==> config.mk <==
export PLATFORM = sky130hd
export DESIGN_NAME = axi4_slave_flat
export DESIGN_NICKNAME = d
export VERILOG_FILES = /design/src/rtl/axi4_pkg.sv /design/src/rtl/axi4_slave_if.sv /design/src/rtl/axi4_slave_mem.sv /design/src/rtl/axi4_slave.sv /design/src/flat_wrapper.sv
export SDC_FILE = /design/constraint.sdc
export NUM_CORES = 1
export LEC_CHECK = 0
export ABC_AREA = 1
export CAP_MARGIN = 20
export CORE_MARGIN = 4
export CORE_UTILIZATION = 50
export DETAILED_ROUTE_END_ITERATION = 7
export DONT_BUFFER_PORTS = 1
export HOLD_SLACK_MARGIN = 0.12
export PLACE_DENSITY = 0.72
export SLEW_MARGIN = 20
export SYNTH_ARGS = -nofsm -noshare
export SYNTH_HDL_FRONTEND = slang
export SYNTH_SLANG_ARGS = --single-unit
==> constraint.sdc <==
create_clock -name clk -period 3.9 [get_ports clk]
set_input_delay 0.975 -clock clk [delete_from_list [all_inputs] [get_ports clk]]
set_output_delay 0.975 -clock clk [all_outputs]
set_load 0.01 [all_outputs]
==> src/rtl/axi4_pkg.sv <==
// Shared types and constants for the single-beat AXI4 register-bank responder.
// Latency: n/a (declarations only).
// Backpressure: n/a.
package axi4_pkg;

    localparam int AXI_ADDR_W = 32;
    localparam int AXI_DATA_W = 32;

    // Write side: accepting AW/W beats, or holding a B response.
    typedef enum logic {
        W_IDLE = 1'b0,
        W_RESP = 1'b1
    } w_state_e;

    // Read side: accepting AR, or holding R data.
    typedef enum logic {
        R_IDLE = 1'b0,
        R_DATA = 1'b1
    } r_state_e;

    // Value returned for a read that misses the register bank.
    localparam logic [AXI_DATA_W-1:0] OOR_RDATA = 32'h0;

endpackage

==> src/rtl/axi4_slave_if.sv <==
// Five-channel single-beat AXI4 bundle (AW, W, B, AR, R) between master and responder.
// Latency: n/a (wiring only).
// Backpressure: valid/ready per channel.
interface axi4_slave_if;
    import axi4_pkg::*;

    logic [AXI_ADDR_W-1:0] awaddr;
    logic                  awvalid;
    logic                  awready;
    logic [AXI_DATA_W-1:0] wdata;
    logic                  wvalid;
    logic                  wready;
    logic                  bvalid;
    logic                  bready;
    logic [AXI_ADDR_W-1:0] araddr;
    logic                  arvalid;
    logic                  arready;
    logic [AXI_DATA_W-1:0] rdata;
    logic                  rvalid;
    logic                  rready;

    modport master (
        output awaddr, awvalid, wdata, wvalid, bready, araddr, arvalid, rready,
        input  awready, wready, bvalid, arready, rdata, rvalid
    );

    modport slave (
        input  awaddr, awvalid, wdata, wvalid, bready, araddr, arvalid, rready,
        output awready, wready, bvalid, arready, rdata, rvalid
    );

endinterface

==> src/rtl/axi4_slave_mem.sv <==
// DEPTH x 32 register array: one synchronous write port, one combinational read port.
// Latency: write visible on the cycle after the write edge; read is same-cycle from flops.
// Backpressure: none; every write request is taken, reset clears every word.
module axi4_slave_mem
    import axi4_pkg::*;
#(
    parameter int DEPTH = 16
) (
    input  logic                         clk,
    input  logic                         reset,
    input  logic                         we,
    input  logic [$clog2(DEPTH)-1:0]     waddr,
    input  logic [AXI_DATA_W-1:0]        wdata,
    input  logic [$clog2(DEPTH)-1:0]     raddr,
    output logic [AXI_DATA_W-1:0]        rdata
);

    logic [AXI_DATA_W-1:0] mem_q [DEPTH];
    logic [AXI_DATA_W-1:0] mem_d [DEPTH];

    // Next array contents: copy, then overlay the single write.
    always_comb begin
        mem_d = mem_q;
        if (we) begin
            mem_d[waddr] = wdata;
        end
    end

    // Reading the current flops gives read-before-write on a same-edge collision.
    assign rdata = mem_q[raddr];

    // Array storage with synchronous clear.
    always_ff @(posedge clk) begin
        if (reset) begin
            for (int i = 0; i < DEPTH; i++) begin
                mem_q[i] <= '0;
            end
        end else begin
            mem_q <= mem_d;
        end
    end

endmodule

==> src/rtl/axi4_slave.sv <==
// AXI4 single-beat responder backed by a DEPTH-word register bank; independent read and write FSMs.
// Latency: B one cycle after the later of AW/W handshakes; R one cycle after AR handshake.
// Backpressure: bvalid/rvalid and rdata hold until accepted; no new AW/W/AR while a response is pending.
module axi4_slave
    import axi4_pkg::*;
#(
    parameter int              DEPTH     = 16,
    parameter logic [31:0]     BASE_ADDR = 32'h0000_0000
) (
    input  logic          clk,
    input  logic          reset,
    axi4_slave_if.slave   s
);

    localparam int IW      = $clog2(DEPTH);
    localparam int TAG_LSB = 2 + IW;

    // Address hits the bank when every bit above the word index matches the base.
    function automatic logic in_range(input logic [AXI_ADDR_W-1:0] a);
        return (a >> TAG_LSB) == (BASE_ADDR >> TAG_LSB);
    endfunction

    w_state_e              w_state_q, w_state_d;
    logic                  aw_held_q, aw_held_d;
    logic                  w_held_q,  w_held_d;
    logic [AXI_ADDR_W-1:0] awaddr_q,  awaddr_d;
    logic [AXI_DATA_W-1:0] wdata_q,   wdata_d;
    logic                  awready_q, awready_d;
    logic                  wready_q,  wready_d;
    logic                  bvalid_q,  bvalid_d;

    r_state_e              r_state_q, r_state_d;
    logic                  arready_q, arready_d;
    logic                  rvalid_q,  rvalid_d;
    logic [AXI_DATA_W-1:0] rdata_q,   rdata_d;

    logic                  aw_hs, w_hs, ar_hs;
    logic [AXI_ADDR_W-1:0] addr_cur;
    logic [AXI_DATA_W-1:0] data_cur;
    logic                  mem_we;
    logic [AXI_DATA_W-1:0] mem_rdata;
    logic                  unused_addr_lsbs;

    assign aw_hs    = s.awvalid & awready_q;
    assign w_hs     = s.wvalid  & wready_q;
    assign ar_hs    = s.arvalid & arready_q;
    // A held beat takes priority; otherwise the beat handshaking right now is used.
    assign addr_cur = aw_held_q ? awaddr_q : s.awaddr;
    assign data_cur = w_held_q  ? wdata_q  : s.wdata;
    assign unused_addr_lsbs = &{1'b0, addr_cur[1:0], s.araddr[1:0]};

    axi4_slave_mem #(.DEPTH(DEPTH)) u_mem (
        .clk   (clk),
        .reset (reset),
        .we    (mem_we),
        .waddr (addr_cur[2 +: IW]),
        .wdata (data_cur),
        .raddr (s.araddr[2 +: IW]),
        .rdata (mem_rdata)
    );

    // Write FSM: collect AW and W in any order, commit once both are present, then hold B.
    always_comb begin
        w_state_d = w_state_q;
        aw_held_d = aw_held_q;
        w_held_d  = w_held_q;
        awaddr_d  = awaddr_q;
        wdata_d   = wdata_q;
        awready_d = awready_q;
        wready_d  = wready_q;
        bvalid_d  = bvalid_q;
        mem_we    = 1'b0;
        case (w_state_q)
            W_IDLE: begin
                if (aw_hs) begin
                    aw_held_d = 1'b1;
                    awaddr_d  = s.awaddr;
                end
                if (w_hs) begin
                    w_held_d = 1'b1;
                    wdata_d  = s.wdata;
                end
                if ((aw_held_q | aw_hs) && (w_held_q | w_hs)) begin
                    // Out-of-range writes are dropped but still answered.
                    mem_we    = in_range(addr_cur);
                    aw_held_d = 1'b0;
                    w_held_d  = 1'b0;
                    w_state_d = W_RESP;
                    bvalid_d  = 1'b1;
                    awready_d = 1'b0;
                    wready_d  = 1'b0;
                end else begin
                    awready_d = !aw_held_d;
                    wready_d  = !w_held_d;
                end
            end
            W_RESP: begin
                if (s.bready) begin
                    w_state_d = W_IDLE;
                    bvalid_d  = 1'b0;
                    awready_d = 1'b1;
                    wready_d  = 1'b1;
                end
            end
            default: w_state_d = W_IDLE;
        endcase
    end

    // Read FSM: capture data on AR handshake, hold R until accepted.
    always_comb begin
        r_state_d = r_state_q;
        arready_d = arready_q;
        rvalid_d  = rvalid_q;
        rdata_d   = rdata_q;
        case (r_state_q)
            R_IDLE: begin
                if (ar_hs) begin
                    rdata_d   = in_range(s.araddr) ? mem_rdata : OOR_RDATA;
                    rvalid_d  = 1'b1;
                    arready_d = 1'b0;
                    r_state_d = R_DATA;
                end else begin
                    arready_d = 1'b1;
                end
            end
            R_DATA: begin
                if (s.rready) begin
                    rvalid_d  = 1'b0;
                    arready_d = 1'b1;
                    r_state_d = R_IDLE;
                end
            end
            default: r_state_d = R_IDLE;
        endcase
    end

    // State and registered outputs for both FSMs; reset aborts any transaction.
    always_ff @(posedge clk) begin
        if (reset) begin
            w_state_q <= W_IDLE;
            aw_held_q <= 1'b0;
            w_held_q  <= 1'b0;
            awaddr_q  <= '0;
            wdata_q   <= '0;
            awready_q <= 1'b0;
            wready_q  <= 1'b0;
            bvalid_q  <= 1'b0;
            r_state_q <= R_IDLE;
            arready_q <= 1'b0;
            rvalid_q  <= 1'b0;
            rdata_q   <= '0;
        end else begin
            w_state_q <= w_state_d;
            aw_held_q <= aw_held_d;
            w_held_q  <= w_held_d;
            awaddr_q  <= awaddr_d;
            wdata_q   <= wdata_d;
            awready_q <= awready_d;
            wready_q  <= wready_d;
            bvalid_q  <= bvalid_d;
            r_state_q <= r_state_d;
            arready_q <= arready_d;
            rvalid_q  <= rvalid_d;
            rdata_q   <= rdata_d;
        end
    end

    assign s.awready = awready_q;
    assign s.wready  = wready_q;
    assign s.bvalid  = bvalid_q;
    assign s.arready = arready_q;
    assign s.rvalid  = rvalid_q;
    assign s.rdata   = rdata_q;

endmodule

==> src/flat_wrapper.sv <==
// flat-port wrapper written by rule: the top's interface ports become plain ports
module axi4_slave_flat import axi4_pkg::*;
#(
    parameter int              DEPTH     = 16,
    parameter logic [31:0]     BASE_ADDR = 32'h0000_0000
)
  (clk, reset, s_awaddr, s_awvalid, s_wdata, s_wvalid, s_bready, s_araddr, s_arvalid, s_rready, s_awready, s_wready, s_bvalid, s_arready, s_rdata, s_rvalid);
  axi4_slave_if s_i ();
  input  logic clk;
  input  logic reset;
  input wire logic [$bits(s_i.awaddr)-1:0] s_awaddr;
  input wire logic [$bits(s_i.awvalid)-1:0] s_awvalid;
  input wire logic [$bits(s_i.wdata)-1:0] s_wdata;
  input wire logic [$bits(s_i.wvalid)-1:0] s_wvalid;
  input wire logic [$bits(s_i.bready)-1:0] s_bready;
  input wire logic [$bits(s_i.araddr)-1:0] s_araddr;
  input wire logic [$bits(s_i.arvalid)-1:0] s_arvalid;
  input wire logic [$bits(s_i.rready)-1:0] s_rready;
  output wire logic [$bits(s_i.awready)-1:0] s_awready;
  output wire logic [$bits(s_i.wready)-1:0] s_wready;
  output wire logic [$bits(s_i.bvalid)-1:0] s_bvalid;
  output wire logic [$bits(s_i.arready)-1:0] s_arready;
  output wire logic [$bits(s_i.rdata)-1:0] s_rdata;
  output wire logic [$bits(s_i.rvalid)-1:0] s_rvalid;
  assign s_i.awaddr = s_awaddr;
  assign s_i.awvalid = s_awvalid;
  assign s_i.wdata = s_wdata;
  assign s_i.wvalid = s_wvalid;
  assign s_i.bready = s_bready;
  assign s_i.araddr = s_araddr;
  assign s_i.arvalid = s_arvalid;
  assign s_i.rready = s_rready;
  assign s_awready = s_i.awready;
  assign s_wready = s_i.wready;
  assign s_bvalid = s_i.bvalid;
  assign s_arready = s_i.arready;
  assign s_rdata = s_i.rdata;
  assign s_rvalid = s_i.rvalid;
  axi4_slave #(.DEPTH(DEPTH), .BASE_ADDR(BASE_ADDR)) u_core (.clk(clk), .reset(reset), .s(s_i));
endmodule
==> run summary <==
The run finished with clean final reports. The fmax came out at ~340 MHz. The proportion of netlist area held by the largest area contributor is 0.413. The synthesized area divided by synthesized cell count is 6.53 um2. TritonCTS built the clock tree. The deepest clock path buffer count is 3.

At the pin with the least slew margin, the transition time is around 0.99 ns. In this run the worst setup path begins at u_core.aw_held_q. The number of pins with negative max-slew slack in the final report came to 0.

The number of buffers inserted by hold repair at cts came out at 0. The post-synth net total came out at around 4,700. The via count of the first global-routing pass is around 26,000. The worst hold path begins at reset.

The worst setup path is captured at a flip-flop. The number of antenna cells inserted came out at 0. Along the worst hold path, the cell count comes to 1. Of the total synthesized cell area, the portion taken by full adders, half adders and majority gates is 0. The placement row count is 89.

The area of the placeable core is between 50,000 and 60,000 um2. The number of synthesized flops with an enable pin came out at 0. Clock-pin slew was measured on the worst setup and hold paths at 0.06 ns. Internal power comes to ~0.010 W.

The count of cells along the worst register-to-register path is 11. The count of nets left with antenna violations once routing finished came out at 0. The final count of negative-setup-slack endpoints came out at 0. The worst path required time is 4.38 ns.

In this run the count of I/O pins placed on the die edge is 140. The total global-route track usage is 0.275. The synthesized design spends more area on one cell type than any other, namely dfxtp_1.

The wire length on met3 came out at 7900 um. The worst relative slew slack is 0.327. The horizontal extent of the die is 252 um. The XOR/XNOR share of the synthesized area is 0. The tree built by TritonCTS fans out to ~620 sinks. The wire length after detailed routing came out at around 90,000 um. The post-cts sizing count came out at 0. The clock insertion delay at the later pin of the skew report is ~0.60 ns.

By area the synthesized netlist is led by dfxtp_1 (41%), nand3_1 (17%), nand2_1 (14%), a21oi_1 (9.5%), nor2_1 (8.3%). After technology mapping, the gate count stands at around 4,600. The count of endpoints failing hold in the final timing report is 0. The most frequent cell after synthesis is nand2_1. The synthesized netlist occupies a cell area of just under 30,000 um2. The number of buffers created by CTS came out at between 60 and 70. The overall via count from detail_route came out at approximately 30,000.

The switching share of power is 0.258. For this configuration, the core starts out at a cell density of 0.504. The power spent charging and discharging nets came out at approximately 0.0036 W. The number of warnings printed during yosys synthesis came out at 0.

The analysis attributes to cell leakage a power of ~12 nW. The fraction of final layout cells with drive strength greater than 1 is 0.0556. The total overflow reported by the global router came out at 0.

The number of buffers added on ports came out at 0. The area taken by flip-flops and latches is 12,300 um2. The type of element launching the critical path is a flip-flop. The endpoint of the worst hold-timing path is u_core.w_state_q. The share of cell area taken by muxes after synthesis is 0.0104. The compound-gate portion of the synthesized area came out at 0.107.

By count the netlist is led by nand2_1 (1,103), nand3_1 (989), nor2_1 (658). The final layout net count came out at 4,394. The tightest min-delay check is of the primary input to flip-flop type. The sequential share of the synthesized area is 0.413.

The tree is rooted in a clkbuf_16. Setup repair after global routing left no endpoint under its margin. The power share of the combinational group is 0.095. The average wire per cell in the routed design came out at approximately 18 um. The combinational family with the most area after synthesis is simple AND/OR/NAND/NOR gates. The wire length on met2 is approximately 42,000 um. The critical path is of the flip-flop to flip-flop type. The floorplan die area came out at 63,500 um2. The mean number of vias per cell is approximately 5.7. In the routed design, unresolved DRC markers number 0.

Dividing the final minimum period by the clock period gives 0.758. The most used flip-flop cell after synthesis is dfxtp_1. Of the total power, the clock network draws 0.450. The clock arrives with ~0.034 ns of skew.

After synthesis, the share of flip-flops with an asynchronous set or reset is 0. In this run the power density over the cells is approximately 430 nW/um2. The final RePlAce weighted congestion came out at 0.817. The maximum vdd drop came out at around 0.35 mV. Summed over all nets, the half-perimeter wirelength after detailed placement is about 48,000 um.

The number of H-tree levels is 3. The die height came out at approximately 250 um. The layout filler cell count is 5,915.

The critical path data arrival time came out at 3.43 ns. In this run the critical register-to-register path is captured at u_core.u_mem.mem_q[324]. Once layout is complete, the utilization of the core stands at 0.547.

The register bit count reported by yosys is 615. The critical-path maximum fanout is 118. The smallest clock period supported by the final layout is computed as ~3.0 ns. The area of combinational cells with multiple inputs is ~15,000 um2. The post-CTS setup buffer count came out at 0. After detailed routing, no signal wire sits above met4. The launching point of the worst reg2reg path is u_core.aw_held_q.

The met1 routed wirelength after detailed routing is 38,700 um. The number of distinct standard cells referenced by the synthesized netlist came out at 28. The setup slack of the most critical reg-to-reg path is 0.94 ns.

The first detailed-routing pass ran for 7 iterations. The share of total power dissipated in sequential elements is 0.455. The synthesized-area fraction occupied by and/or/nand/nor cells is 0.397. The layout overhead on the synthesized area came out at 8.37%. Entering global routing, the biggest net connects 258 pins. The reported max-cap violation count is 0. The summed negative setup slack over all endpoints came out at 0 ns.

The first-pass GRT wire length is ~140,000 um. For this block, the initial DRC count from the detailed router was 3,366. The initial antenna violation count is 0.
-- cell usage in the layout (no fill, tap or decap), drive strengths merged --
cell	n
buf	99
nor3	6
inv	46
clkinv	18
nand3b	1
nand4	8
nand2	1108
or2	5
o21ai	70
mux2i	31
bufinv	3
dfxtp	615
a21oi	564
nand3	989
nor2	675
clkbuf	93
and3	1
clkinvlp	1
o211ai	1
-- area by class of cell --
cell class / count / share of cell area
clock inverter: 20 / 0.00597
clock buffer: 93 / 0.0610
tap: 773 / 0.0300
sequential: 615 / 0.382
inverter: 48 / 0.00613
multi-input combinational: 3459 / 0.478
timing repair buffer: 99 / 0.0370
-- flip-flops by register name, summed over array words and instances (netlist names) --
signal              flops
u_core.s.awready        1
u_core.r_state_q        1
u_core.u_mem.mem_q    512
u_core.awaddr_q        30
u_core.aw_held_q        1
u_core.wdata_q         32
u_core.s.arready        1
u_core.s.rvalid         1
u_core.w_held_q         1
u_core.s.wready         1
u_core.s.rdata         32
u_core.w_state_q        1
u_core.s.bvalid         1
-- power by group through the flow --
stage	Clock [W]	Combinational [W]	Sequential [W]
2_1_floorplan	0	0.000915	0.00651
3_3_place_gp	0	0.00129	0.00652
3_5_place_dp	0	0.00130	0.00652
4_1_cts	0.00638	0.00130	0.00638
5_1_grt	0.00664	0.00143	0.00638
6_report	0.00630	0.00133	0.00638
-- worst max path at each step --
stage | end | slack (ns) | cells after the start
final | u_core.u_mem.mem_q[324] | 0.94 | 11
after global placement | u_core.u_mem.mem_q[168] | 0.91 | 11
after global routing | u_core.u_mem.mem_q[324] | 0.74 | 11
after detailed placement | u_core.u_mem.mem_q[312] | 0.92 | 11
after CTS | u_core.u_mem.mem_q[312] | 1.0 | 11
after floorplan | u_core.s.rdata[10] | 1.59 | 8
-- logic make-up after synthesis --
kind of cell,after synthesis
and+or+nand+nor,2793
AOI/OAI and AO/OA,635
DFF,615
buffers and inverters,485
muxes,31
-- metrics by stage --
stage / instance area [um2] / power, W / std cells / worst slack (ns) / hold WS, ns
floorplan: 29800 / 0.00742 / 4559 / 1.59 / 0.429
global placement: 30100 / 0.00781 / 4994 / 0.914 / 0.442
detailed placement: 30100 / 0.00782 / 4994 / 0.918 / 0.444
CTS: 32300 / 0.0141 / 5107 / 0.998 / 0.410
global route: 32300 / 0.0145 / 5107 / 0.739 / 0.416
finish: 32300 / 0.0140 / 5107 / 0.943 / 0.433
-- worst max-delay path, stage by stage (launching register included) --
cell     delay (ns)
dfxtp_1        0.68
inv_1          0.26
nor2_1         0.16
nand3_1        0.09
nand2_1        0.06
nand3_1        0.12
nor2_4         0.48
buf_12         0.24
buf_12         0.37
nand3_1        0.13
nand2_1        0.10
nor2_1         0.05
-- per-layer routing --
metal	vias to the layer above	global-route usage
li1	14500	-
met1	13500	0.370
met2	1150	0.449
met3	164	0.0560
met4	0	0.0867
met5	-	0
No activity file was read; power rests on OpenSTA's default activity.
